===== config.mk =====
export PLATFORM = sky130hd
export DESIGN_NAME = xeng_win_sched
export DESIGN_NICKNAME = d
export VERILOG_FILES = /design/src/rtl/xeng_sched_pkg.sv /design/src/rtl/xeng_dump_timer.sv /design/src/rtl/xeng_win_sched.sv
export SDC_FILE = /design/constraint.sdc
export NUM_CORES = 1
export LEC_CHECK = 0
export ABC_AREA = 1
export CORE_AREA = 2 2 73 75
export CTS_CLUSTER_SIZE = 30
export DETAILED_ROUTE_END_ITERATION = 10
export DIE_AREA = 0 0 75 77
export PLACE_DENSITY = 0.86
export SETUP_SLACK_MARGIN = 0.5
export SYNTH_ARGS = -nofsm -noshare
export SYNTH_HDL_FRONTEND = slang
export SYNTH_HIERARCHICAL = 1
export SYNTH_SLANG_ARGS = --single-unit

===== constraint.sdc =====
create_clock -name clk -period 2 [get_ports clk]
set_input_delay 0.5 -clock clk [delete_from_list [all_inputs] [get_ports clk]]
set_output_delay 0.5 -clock clk [all_outputs]
set_load 0.05 [all_outputs]

===== src/rtl/xeng_sched_pkg.sv =====
// xeng_sched_pkg: shared types and sizing helpers for the X-engine window scheduler
//   state_t            scheduler FSM states
//   n_taps / dump_len  tap-chain geometry derived from the antenna count
//   WIN_CNT_W/ERR_CNT_W  stats counter widths
package xeng_sched_pkg;
  typedef enum logic [1:0] {IDLE, ARMED, RUN} state_t;
  localparam int WIN_CNT_W = 32;
  localparam int ERR_CNT_W = 16;
  function automatic int n_taps(input int n_ants);
    return n_ants / 2 + 1;
  endfunction
  function automatic int dump_len(input int n_ants);
    return n_taps(n_ants) * n_ants;
  endfunction
endpackage


===== src/rtl/xeng_dump_timer.sv =====
// xeng_dump_timer: latency countdown plus dump-phase sequencer
//   clk, rst_n      clock, asynchronous active-low reset
//   start           one-cycle pulse on the last sample of a completed window
//   dump_valid      dump phase active (DUMP_LEN cycles)
//   dump_idx        baseline slot being dumped, 0..DUMP_LEN-1
module xeng_dump_timer #(
  parameter int PIPE_LATENCY = 8,
  parameter int DUMP_LEN = 544
) (
  input  logic                        clk,
  input  logic                        rst_n,
  input  logic                        start,
  output logic                        dump_valid,
  output logic [$clog2(DUMP_LEN)-1:0] dump_idx
);
  localparam int CW = $clog2(PIPE_LATENCY + 1);
  localparam int IW = $clog2(DUMP_LEN);
  localparam logic [CW-1:0] LAT = CW'(PIPE_LATENCY);
  localparam logic [IW-1:0] DUMP_LAST = IW'(DUMP_LEN - 1);
  logic [CW-1:0] cnt, cnt_n;
  logic pend, pend_n, expire, dlast, go;
  logic dump_valid_n;
  logic [IW-1:0] dump_idx_n;
  // An expiry that lands while a dump is still streaming parks in the single
  // pending slot and launches the moment the current dump finishes.
  always_comb begin
    expire = cnt == CW'(1);
    dlast = dump_valid && dump_idx == DUMP_LAST;
    go = (expire || pend) && (!dump_valid || dlast);
    pend_n = (expire || pend) && !go;
    cnt_n = start ? LAT : (cnt != '0 ? cnt - CW'(1) : cnt);
    dump_valid_n = go ? 1'b1 : (dlast ? 1'b0 : dump_valid);
    dump_idx_n = (go || dlast || !dump_valid) ? '0 : dump_idx + IW'(1);
  end
  always_ff @(posedge clk or negedge rst_n) begin
    if (!rst_n) begin
      cnt <= '0;
      pend <= 1'b0;
      dump_valid <= 1'b0;
      dump_idx <= '0;
    end else begin
      cnt <= cnt_n;
      pend <= pend_n;
      dump_valid <= dump_valid_n;
      dump_idx <= dump_idx_n;
    end
  end
endmodule


===== src/rtl/xeng_win_sched.sv =====
// xeng_win_sched: window scheduler for the head of the X-engine tap chain
//   clk, rst_n   clock, asynchronous active-low reset
//   sync_in      upstream sync, arms/re-arms and clears win_err
//   din_valid    sample present on the tap-chain input
//   tap_sync     pulse on the first sample of a window
//   ant_idx      antenna index of the sample
//   acc_idx      serial accumulation index of the sample
//   idx_valid    ant_idx/acc_idx qualify a window sample
//   dump_valid   dump phase active, dump_idx = baseline slot
//   win_err      sticky gap error
//   win_count    completed windows, err_count aborted windows (saturating)
// Build option: XENG_WIN_SCHED_STATS_EN implements win_count/err_count; otherwise they read 0.
module xeng_win_sched import xeng_sched_pkg::*; #(
  parameter int SERIAL_ACC_LEN_BITS = 7,
  parameter int N_ANTS = 32,
  parameter int PIPE_LATENCY = 8
) (
  input  logic                                 clk,
  input  logic                                 rst_n,
  input  logic                                 sync_in,
  input  logic                                 din_valid,
  output logic                                 tap_sync,
  output logic [$clog2(N_ANTS)-1:0]            ant_idx,
  output logic [SERIAL_ACC_LEN_BITS-1:0]       acc_idx,
  output logic                                 idx_valid,
  output logic                                 dump_valid,
  output logic [$clog2(dump_len(N_ANTS))-1:0]  dump_idx,
  output logic                                 win_err,
  output logic [WIN_CNT_W-1:0]                 win_count,
  output logic [ERR_CNT_W-1:0]                 err_count
);
  localparam int AW = $clog2(N_ANTS);
  localparam int SB = SERIAL_ACC_LEN_BITS;
  localparam int N_TAPS = n_taps(N_ANTS);
  localparam int DUMP_LEN = N_TAPS * N_ANTS;
  localparam logic [AW-1:0] ANT_LAST = AW'(N_ANTS - 1);
  localparam logic [AW-1:0] ANT_PENULT = AW'(N_ANTS - 2);
  localparam logic [SB-1:0] ACC_LAST = '1;
  state_t state, state_n;
  logic bnd, start, adv, gap, done;
  // The index registers double as the window position: bnd means the last
  // accepted sample closed a window, so a pause there is legal.
  always_comb begin
    bnd = ant_idx == ANT_LAST && acc_idx == ACC_LAST;
    start = din_valid && (sync_in || state == ARMED || (state == RUN && bnd));
    adv = din_valid && !sync_in && state == RUN && !bnd;
    gap = !din_valid && !sync_in && state == RUN && !bnd;
    done = adv && ant_idx == ANT_PENULT && acc_idx == ACC_LAST;
    state_n = sync_in ? (din_valid ? RUN : ARMED)
            : state == IDLE ? IDLE
            : state == ARMED ? (din_valid ? RUN : ARMED)
            : gap ? ARMED : RUN;
  end
  always_ff @(posedge clk or negedge rst_n) begin
    if (!rst_n) begin
      state <= IDLE;
      tap_sync <= 1'b0;
      idx_valid <= 1'b0;
      ant_idx <= '0;
      acc_idx <= '0;
      win_err <= 1'b0;
    end else begin
      state <= state_n;
      tap_sync <= start;
      idx_valid <= start || adv;
      ant_idx <= start ? '0 : adv ? (ant_idx == ANT_LAST ? '0 : ant_idx + AW'(1)) : ant_idx;
      acc_idx <= start ? '0 : (adv && ant_idx == ANT_LAST) ? acc_idx + SB'(1) : acc_idx;
      win_err <= sync_in ? 1'b0 : gap ? 1'b1 : win_err;
    end
  end
`ifdef XENG_WIN_SCHED_STATS_EN
  always_ff @(posedge clk or negedge rst_n) begin
    if (!rst_n) begin
      win_count <= '0;
      err_count <= '0;
    end else begin
      win_count <= done ? win_count + WIN_CNT_W'(1) : win_count;
      err_count <= (gap && err_count != '1) ? err_count + ERR_CNT_W'(1) : err_count;
    end
  end
`else
  assign win_count = '0;
  assign err_count = '0;
`endif
  // Dumps run on their own schedule; aborts and sync_in never touch them.
  xeng_dump_timer #(
    .PIPE_LATENCY(PIPE_LATENCY),
    .DUMP_LEN(DUMP_LEN)
  ) u_dump_timer (
    .clk(clk),
    .rst_n(rst_n),
    .start(done),
    .dump_valid(dump_valid),
    .dump_idx(dump_idx)
  );
endmodule


=== Word level (Yosys, flattened, before mapping) ===
Cells that the tools add are included.

* Register bits: 33
* Bits in latches: 0
* Bits in writable memories: 0
* Bits in read-only memories: 0
* Input bits: 4
* Output and inout bits: 74
* Word-level logic and storage cells: 72
* Memories kept: 0

* Add/sub/neg operators: 4
* Multipliers: 0
* Divide/modulo/power cells: 0
* Order comparisons: 0
* Eq/ne operators: 7
* Shifts and indexed selects: 0
* Muxes and demuxes: 17
* Bitwise gates (word level): 0
* Reductions and logical operators: 34

{| class="wikitable"
|+ Operators by type and width
! cell !! count
|-
| 1-bit logical AND || 15
|-
| 5-bit two-way mux || 3
|-
| 7-bit two-way mux || 2
|-
| 10-bit by 1-bit adder with 10-bit output, second input constant || 1
|-
| 10-bit equality test, second input constant || 1
|-
| 5-bit equality test, second input constant || 2
|-
| 10-bit two-way mux || 1
|-
| 2-bit two-way mux || 5
|-
| 2-bit nonzero test || 5
|-
| 4-bit two-way mux || 2
|-
| 7-bit by 1-bit adder with 7-bit output, second input constant || 1
|-
| 7-bit equality test, second input constant || 1
|-
| 1-bit logical OR || 7
|-
| 5-bit by 1-bit adder with 5-bit output, second input constant || 1
|-
| 1-bit logical NOT || 5
|-
| 4-bit by 1-bit equality test with 1-bit output, second input constant || 1
|-
| 1-bit two-way mux || 4
|-
| 4-bit nonzero test || 1
|-
| 4-bit by 1-bit subtractor with 4-bit output, second input constant || 1
|-
| 2-bit by 1-bit equality test with 1-bit output, second input constant || 1
|-
| 2-bit equality test, second input constant || 1
|-
| 2-bit logical NOT || 1
|}

=== Longest topological paths before layout ===
Gate-level depths: netlist of run 1.

* Depth after elaboration: 8
* Gate-level depth with buffers: 11
* Gate-level depth less buffers: 10

=== By module ===
The synthesis of run 1 kept the hierarchy.

{| class="wikitable"
|+ Modules (own cells, without submodules)
! module !! times used !! cells each !! area each (µm²) !! sequential area each (µm²)
|-
| xeng_win_sched || 1 || 182 || 1371.3 || 425.4
|-
| xeng_dump_timer || 1 || 101 || 813.3 || 400.4
|}

=== Least setup slack after synthesis of run 1 ===
OpenSTA, ideal clock, no wires.

* Path kind: reg-to-reg
* Start: register ant_idx[0]
* End: register u_dump_timer.cnt[0]
* Library setup time: 126 ps
* Arrival: 1987 ps
* Data required time: 1874 ps
* Setup slack: -113 ps
* Cell stages (with the launch flop): 12
* Path buffers: 1
* Period minus slack after synthesis: 2113 ps
* Path through: dfrtp_1 -> ha_1 -> nand2_1 -> nor2_1 -> ha_1 -> clkbuf_2 -> nand2_2 -> nand2_4 -> nor3_1 -> inv_1 -> o21ai_0 -> a21oi_1

* Longest elaborated chain between the ends: 7
* Elaborated cells on any way between the ends: 9
* Classes of those cells: eq/ne (2); mux (1); reduce/logical (6)

{| class="wikitable"
|+ Ends and longest elaborated chain
! item !! line !! RTL
|-
| start: declaration || xeng_win_sched.sv:23 || <nowiki>output logic [$clog2(N_ANTS)-1:0] ant_idx,</nowiki>
|-
| start signal: assignment || xeng_win_sched.sv:66 || <nowiki>ant_idx <= start ? '0 : adv ? (ant_idx == ANT_LAST ? '0 : ant_idx + AW'(1)) : ant_idx;</nowiki>
|-
| 5-bit equality test || xeng_win_sched.sv:44 || <nowiki>bnd = ant_idx == ANT_LAST && acc_idx == ACC_LAST;</nowiki>
|-
| 1-bit logical AND || xeng_win_sched.sv:44 ||
|-
| 1-bit logical NOT || xeng_win_sched.sv:46 || <nowiki>adv = din_valid && !sync_in && state == RUN && !bnd;</nowiki>
|-
| 1-bit logical AND || xeng_win_sched.sv:46 ||
|-
| 1-bit logical AND (*) (2 in series) || xeng_win_sched.sv:48 || <nowiki>done = adv && ant_idx == ANT_PENULT && acc_idx == ACC_LAST;</nowiki>
|-
| net done || xeng_win_sched.sv:40 || <nowiki>logic bnd, start, adv, gap, done;</nowiki>
|-
| 4-bit two-way mux or 2-bit nonzero test (tied branches) || - ||
|-
| end signal: assignment || xeng_dump_timer.sv:42 || <nowiki>cnt <= cnt_n;</nowiki>
|-
| end: declaration || xeng_dump_timer.sv:20 || <nowiki>logic [CW-1:0] cnt, cnt_n;</nowiki>
|}

The timed path passes the listed nets; every way through them passes the cells marked *.
A chain may end at the register's enable or synchronous reset.

=== Worst setup path in the final report of run 1 ===
* Start: register ant_idx[1]
* End: output port ant_idx[1]

No word-level cell between the ends.

==> impl_metrics.env, run 1 <==
export IMPL_vias_per_cell=4.475
export IMPL_syn_instance_count=283
export IMPL_fmax_mhz=651.7
export IMPL_start_util_pct=43.89
export IMPL_synth_area_per_cell_um2=7.719
export IMPL_synth_distinct_cells=29
export IMPL_seq_power_share_pct=40.2
export IMPL_power_frac_comb_pct=21.9
export IMPL_postLayoutSetupSlackWorst_ns=0.4655
export IMPL_synth_area_mm2=0.002185
export IMPL_grt_pass1_wl_um=7127
export IMPL_hpwl_um=3093
export IMPL_pwr_share_clk_pct=37.9
export IMPL_pin_count=78
export IMPL_clock_path_buffers=2
export IMPL_yosysSeqAreaShare_pct=37.80
export IMPL_core_mm2=0.004977
export IMPL_slowest_delay_ns=0.42
export IMPL_critical_path_arrival_ns=1.03
export IMPL_end_kind="primary output"
export IMPL_grt_use_total_pct=15.58
export IMPL_leakage_nw=1.440
export IMPL_rsz0062_at_grt="yes"
export IMPL_nets=344
export IMPL_power_switching_mw=0.5735
export IMPL_seq_area_um2=835.8
export IMPL_cts_max_level=2
export IMPL_yosys_warnings=6
export IMPL_fp_dieW_um=75
export IMPL_cts_made_buffers=5
export IMPL_clock_skew_ns=0.007326
export IMPL_drive_gt1_share_pct=28.44
export IMPL_setup_viol_count_final=0
export IMPL_critical_path_buf_inv_count=2
export IMPL_firstDrtPassIters=4
export IMPL_cp_cell_sequence="buf_4 > buf_6"
export IMPL_die_area_mm2=0.005775
export IMPL_slew_violations=0
export IMPL_antenna_found_initial=0
export IMPL_rows=26
export IMPL_area_growth_pct=22.62
export IMPL_place_congestion=0.7871
export IMPL_final_antenna_net_count=0
export IMPL_grt_max_degree=34
export IMPL_start_kind="flip-flop"
export IMPL_stdcell_count=404
export IMPL_grt_pass1_vias=1680
export IMPL_diodes=0
export IMPL_drc_errors=0
export IMPL_clk_pin_slew_ns=0.07
export IMPL_portBuffers=29
export IMPL_die_h_um=77
export IMPL_dp_cells=381
export IMPL_clock_latency_ns=0.29
export IMPL_power_density_mw_per_mm2=644.8
export IMPL_whs_ns=0.4694
export IMPL_worstPathMaxFanout=5
export IMPL_num_vias=1808
export IMPL_critical_path_slowest_cell="dfrtp_2"
export IMPL_drt_wirelength_per_cell_um=11.13
export IMPL_max_cap_violations=0
export IMPL_dp_slack_ns=0.07034
export IMPL_p_int_mw=1.154
export IMPL_drt_iter0_markers=62
export IMPL_vdd_drop_max_v=0.0004908
export IMPL_sw_frac_of_total_pct=33.21
export IMPL_cts_root_buf="clkbuf_8"
export IMPL_final_hold_viol_count=0
export IMPL_setup_worst_path_class="flip-flop to primary output"
export IMPL_cp_required_ns=1.50
export IMPL_synth_seq_cells=33
export IMPL_cts_tree="built"
export IMPL_fillers=458
export IMPL_multi_input_area_mm2=0.001135
export IMPL_period_needed_ns=1.534
export IMPL_fin_crit_sh_pct=76.72
export IMPL_overflow=0
export IMPL_wl_um=4496
export IMPL_min_path_type="flip-flop to flip-flop"
export IMPL_crit_family="flip-flops"
export IMPL_cts_sinks=33
export IMPL_status="finished, final reports clean"
export IMPL_tns_ns=0
through the flow:
step / util [%] / power, mW / area (um2)
2_1_floorplan: - / 1.065 / 2412
3_3_place_gp: 47.36 / 1.043 / 2357
3_5_place_dp: 47.36 / 1.048 / 2357
4_1_cts: 52.46 / 1.721 / 2611
5_1_grt: 53.82 / 1.781 / 2679
6_report: 53.82 / 1.727 / 2679
flip-flops by register name, summed over array words and instances, names as in the netlist, 2 cells and up:
signal / cells
acc_idx: 7
u_dump_timer/cnt: 4
u_dump_timer/dump_idx: 10
state: 2
ant_idx: 5
cell type report:
class	instances	area share [%]
clock buffer	7	3.223
clock inverter	1	1.121
inverter	36	5.231
multi-input combinational	212	42.36
sequential	33	31.20
tap	70	3.269
timing repair buffer	45	13.59
tightest hold or removal path, cell delays in order (launching register included):
cell and delay [ns]:
dfrtp_1 0.33, a21oi_1 0.05, nand2_1 0.06
Yosys cell counts:
cell type / instances / area [um2]
nand3_4: 1 / 17.52
nand2_1: 55 / 206.5
a211oi_1: 1 / 7.510
nor2_4: 1 / 11.26
buf_6: 1 / 11.26
dfrtp_1: 33 / 825.8
nand3b_1: 1 / 7.510
buf_4: 48 / 360.4
nor3_1: 4 / 20.02
conb_1: 1 / 3.750
inv_1: 34 / 127.6
xor2_1: 3 / 26.28
ha_1: 7 / 87.58
nor2_1: 43 / 161.4
nand3_1: 13 / 65.06
nor2_8: 1 / 20.02
a21oi_1: 3 / 15.01
or2_2: 1 / 6.260
xnor2_1: 2 / 17.52
nand3_2: 1 / 10.01
nand2_4: 1 / 11.26
inv_2: 2 / 7.510
o21ai_1: 1 / 5.000
clkbuf_2: 1 / 5.000
nand4_1: 7 / 43.79
nand4_2: 1 / 12.51
nor2_2: 3 / 18.77
nand2_2: 6 / 37.54
o21ai_0: 7 / 35.03
power by group through the flow:
stage / clock (mW) / combinational (mW) / sequential (mW)
after floorplan: 0 / 0.321 / 0.745
after global placement: 0 / 0.333 / 0.710
after detailed placement: 0 / 0.338 / 0.710
after CTS: 0.665 / 0.362 / 0.694
after global routing: 0.683 / 0.401 / 0.697
final: 0.655 / 0.378 / 0.695
cells by family (layout without fill, tap and decap cells):
| kind of cell | Yosys count | in the layout | synth area share, % |
|---|---|---|---|
| and+or+nand+nor | 139 | 140 | 29.73 |
| buffers and inverters | 86 | 89 | 23.42 |
| adders and majority gates | 7 | 7 | 4.009 |
| DFF | 33 | 33 | 37.80 |
| xor gates and xnor gates | 5 | 5 | 2.005 |
| other | 1 | 48 | 0.1717 |
| AOI/OAI and AO/OA | 12 | 12 | 2.863 |
path summary, 6_finish.rpt:
| kind | from | endpoint | slack, ns | cells past startpoint |
|---|---|---|---|---|
| worst max-delay path | ant_idx[1] | ant_idx[1] | 0.47 | 2 |
| worst min-delay path | u_dump_timer/pend | u_dump_timer/dump_valid | 0.47 | 2 |
| worst max register to register | ant_idx[0] | ant_idx[3] | 0.47 | 9 |
| worst min register to register | u_dump_timer/pend | u_dump_timer/dump_valid | 0.47 | 2 |
| max in group asynchronous | rst_n | u_dump_timer/dump_idx[0] | 1.06 | 2 |
| min in group asynchronous | rst_n | ant_idx[3] | 0.61 | 2 |
placed cells by master (no fill, tap or decap), types with 2 or more instances in the layout:
cell	Yosys	routed
nor2_1	43	41
nand4_1	7	7
xor2_1	3	3
conb_1	1	48
buf_6	1	3
nand2_1	55	47
dfrtp_1	33	25
ha_4	0	2
xnor2_1	2	2
inv_4	0	2
nand3_1	13	13
ha_1	7	3
dfrtp_2	0	8
nor2_4	1	2
ha_2	0	2
nor2_2	3	4
o21ai_0	7	3
nor3_1	4	2
o21ai_1	1	4
inv_1	34	33
a21oi_1	3	3
buf_4	48	37
nand2_4	1	5
clkbuf_8	0	6
nand2_2	6	11
dlygate4sd2_1	0	2
routing by layer:
| metal | GRT usage, % | up-vias | wire (um) |
|---|---|---|---|
| met5 | 0 | - | 0 |
| met4 | 4.286 | 0 | 60 |
| met3 | 3.811 | 9 | 277 |
| met2 | 27.54 | 65 | 2319 |
| met1 | 18.22 | 855 | 1838 |
| li1 | - | 879 | - |
repair_timing:
| action | CTS | global route |
|---|---|---|
| resized for setup | 17 | 19 |
| pin swaps | 8 | 11 |
| hold buffers | 0 | 0 |
| endpoints found under the setup margin | 20 | 33 |
| gates cloned | 0 | 1 |
| buffers inserted | 11 | 3 |
Power figures use the tool's default switching activity.
==> run 2, diff against run 1 <==
- CORE_AREA: 2 2 73 75 -> 2 2 76 78
- DIE_AREA: 0 0 75 77 -> 0 0 78 80
- PLACE_DENSITY: 0.86 -> 0.83
- clock period: 2 -> 1.4 ns (I/O delays scaled with it)
==> impl_metrics.env, run 2 (synthesis results as in run 1) <==
export IMPL_end_kind="flip-flop"
export IMPL_diodes=0
export IMPL_cts_sinks=33
export IMPL_dp_cells=405
export IMPL_period_needed_ns=1.531
export IMPL_worstPathMaxFanout=6
export IMPL_cts_max_level=2
export IMPL_cts_made_buffers=5
export IMPL_hpwl_um=3323
export IMPL_clock_path_buffers=2
export IMPL_vdd_drop_max_v=0.0004569
export IMPL_antenna_found_initial=0
export IMPL_grt_max_degree=34
export IMPL_setup_worst_path_class="flip-flop to flip-flop"
export IMPL_final_cell_mix="conb_1 (48), nand2_1 (46), buf_4 (34)"
export IMPL_cts_root_buf="clkbuf_8"
export IMPL_grt_use_total_pct=17.06
export IMPL_clock_skew_ns=0.006229
export IMPL_final_antenna_net_count=0
export IMPL_power_density_mw_per_mm2=671.1
export IMPL_drc_errors=0
export IMPL_stdcell_count=438
export IMPL_postLayoutSetupSlackWorst_ns=-0.1307
export IMPL_seq_area_um2=858.3
export IMPL_drive_gt1_share_pct=44.26
export IMPL_die_area_mm2=0.006240
export IMPL_largest_register_ffs=10
export IMPL_cts_tree="built"
export IMPL_start_util_pct=40.42
export IMPL_area_growth_pct=55.96
export IMPL_min_path_type="input pin to asynchronous set/reset pin"
export IMPL_firstDrtPassIters=4
export IMPL_largest_register="u_dump_timer/dump_idx"
export IMPL_final_common_cell="conb_1"
export IMPL_pin_count=78
export IMPL_die_h_um=80
export IMPL_drt_wirelength_per_cell_um=11.99
export IMPL_clock_latency_ns=0.29
export IMPL_start_kind="flip-flop"
export IMPL_core_mm2=0.005405
export IMPL_portBuffers=29
export IMPL_reg_largest_list="u_dump_timer/dump_idx: 10 flops, acc_idx: 7 flops, ant_idx: 5 flops"
export IMPL_setup_viol_count_final=17
export IMPL_critical_path_arrival_ns=1.72
export IMPL_fmax_mhz=653.3
export IMPL_nets=376
export IMPL_num_vias=1942
export IMPL_fin_crit_sh_pct=109.3
export IMPL_final_hold_viol_count=0
export IMPL_clk_pin_slew_ns=0.07
export IMPL_status="complete, but fails checks"
export IMPL_slew_violations=0
export IMPL_leakage_nw=1.674
export IMPL_cp_required_ns=1.59
export IMPL_whs_ns=0.4247
export IMPL_fp_dieW_um=78
export IMPL_rsz0062_at_grt="yes"
export IMPL_fillers=428
export IMPL_rows=27
export IMPL_place_congestion=0.8170
export IMPL_multi_input_area_mm2=0.001259
export IMPL_grt_pass1_vias=1833
export IMPL_max_cap_violations=0
export IMPL_fin_util_pct=63.03
export IMPL_vias_per_cell=4.434
export IMPL_overflow=0
export IMPL_drt_iter0_markers=45
export IMPL_wl_um=5252
export IMPL_failed_checks="negative setup slack"
export IMPL_ctsHoldBuffers=0
export IMPL_grt_pass1_wl_um=8204
## run 2: cell count changes in the layout (fill, tap and decap cells not counted), sizes merged, moves of 2 or more
cell           delta
clkbuf            -2
dlygate4sd2       -2
clkinv            +2
clkdlybuf4s50     +2
buf              +32
## run 2: repair_timing
item,4_1_cts,5_1_grt
resized for setup,42,23
gates cloned,1,0
endpoints found under the setup margin,59,59
pin swaps,16,8
buffers inserted,19,5
## run 2: metal layers
| layer | GRT usage [%] | part of all wire [%] |
|---|---|---|
| met2 | 30.52 | 55 |
| met5 | 0 | 0 |
| met1 | 17.83 | 37 |
| met3 | 5.204 | 4.9 |
| met4 | 9.474 | 2.9 |
## run 2: final timing paths
path                                   startpoint                      end  slack [ns]  cells after the start
worst min register to register  u_dump_timer/pend  u_dump_timer/dump_valid        0.52                      2
max in group asynchronous                   rst_n                  win_err        0.78                      2
min in group clk                u_dump_timer/pend  u_dump_timer/dump_valid        0.52                      2
worst max register to register         ant_idx[1]               acc_idx[2]       -0.13                     10
worst max-delay path                   ant_idx[1]               acc_idx[2]       -0.13                     10
worst min-delay path                        rst_n               acc_idx[1]        0.42                      2
## run 2: where the power goes
part,total (mW),leakage [nW],internal [mW],switching [mW]
combinational,0.577,1.23,0.126,0.451
sequential,0.998,0.397,0.977,0.0207
clock,0.711,0.0439,0.343,0.368
total,2.29,1.67,1.45,0.840
## run 2: layout make-up
cell class	instances	area share [%]
clock buffers	5	2.020
clock inverters	3	0.5141
inverters	36	4.040
multi-input cells	212	36.94
flip-flops and latches	33	25.19
well taps	72	2.644
repair buffers	77	28.64
## run 2: metrics by stage
step	TNS [ns]	instance area [um2]	setup slack, ns	power [mW]
3_3_place_gp	-3.135	2902	-0.2156	1.562
6_report	-1.496	3407	-0.1307	2.286
4_1_cts	-1.114	3296	-0.1012	2.311
2_1_floorplan	-5.426	2454	-0.3513	1.524
5_1_grt	-2.860	3407	-0.2109	2.400
3_5_place_dp	-3.862	2902	-0.2667	1.568
## run 2: critical path, cell delays in order (launching register included)
cell	delay, ns
dfrtp_2	0.39
ha_4	0.15
nand2_4	0.06
nor2_4	0.11
ha_4	0.19
buf_6	0.13
nand3_4	0.12
inv_2	0.11
nand2_1	0.07
nand2_1	0.06
nor2_1	0.03
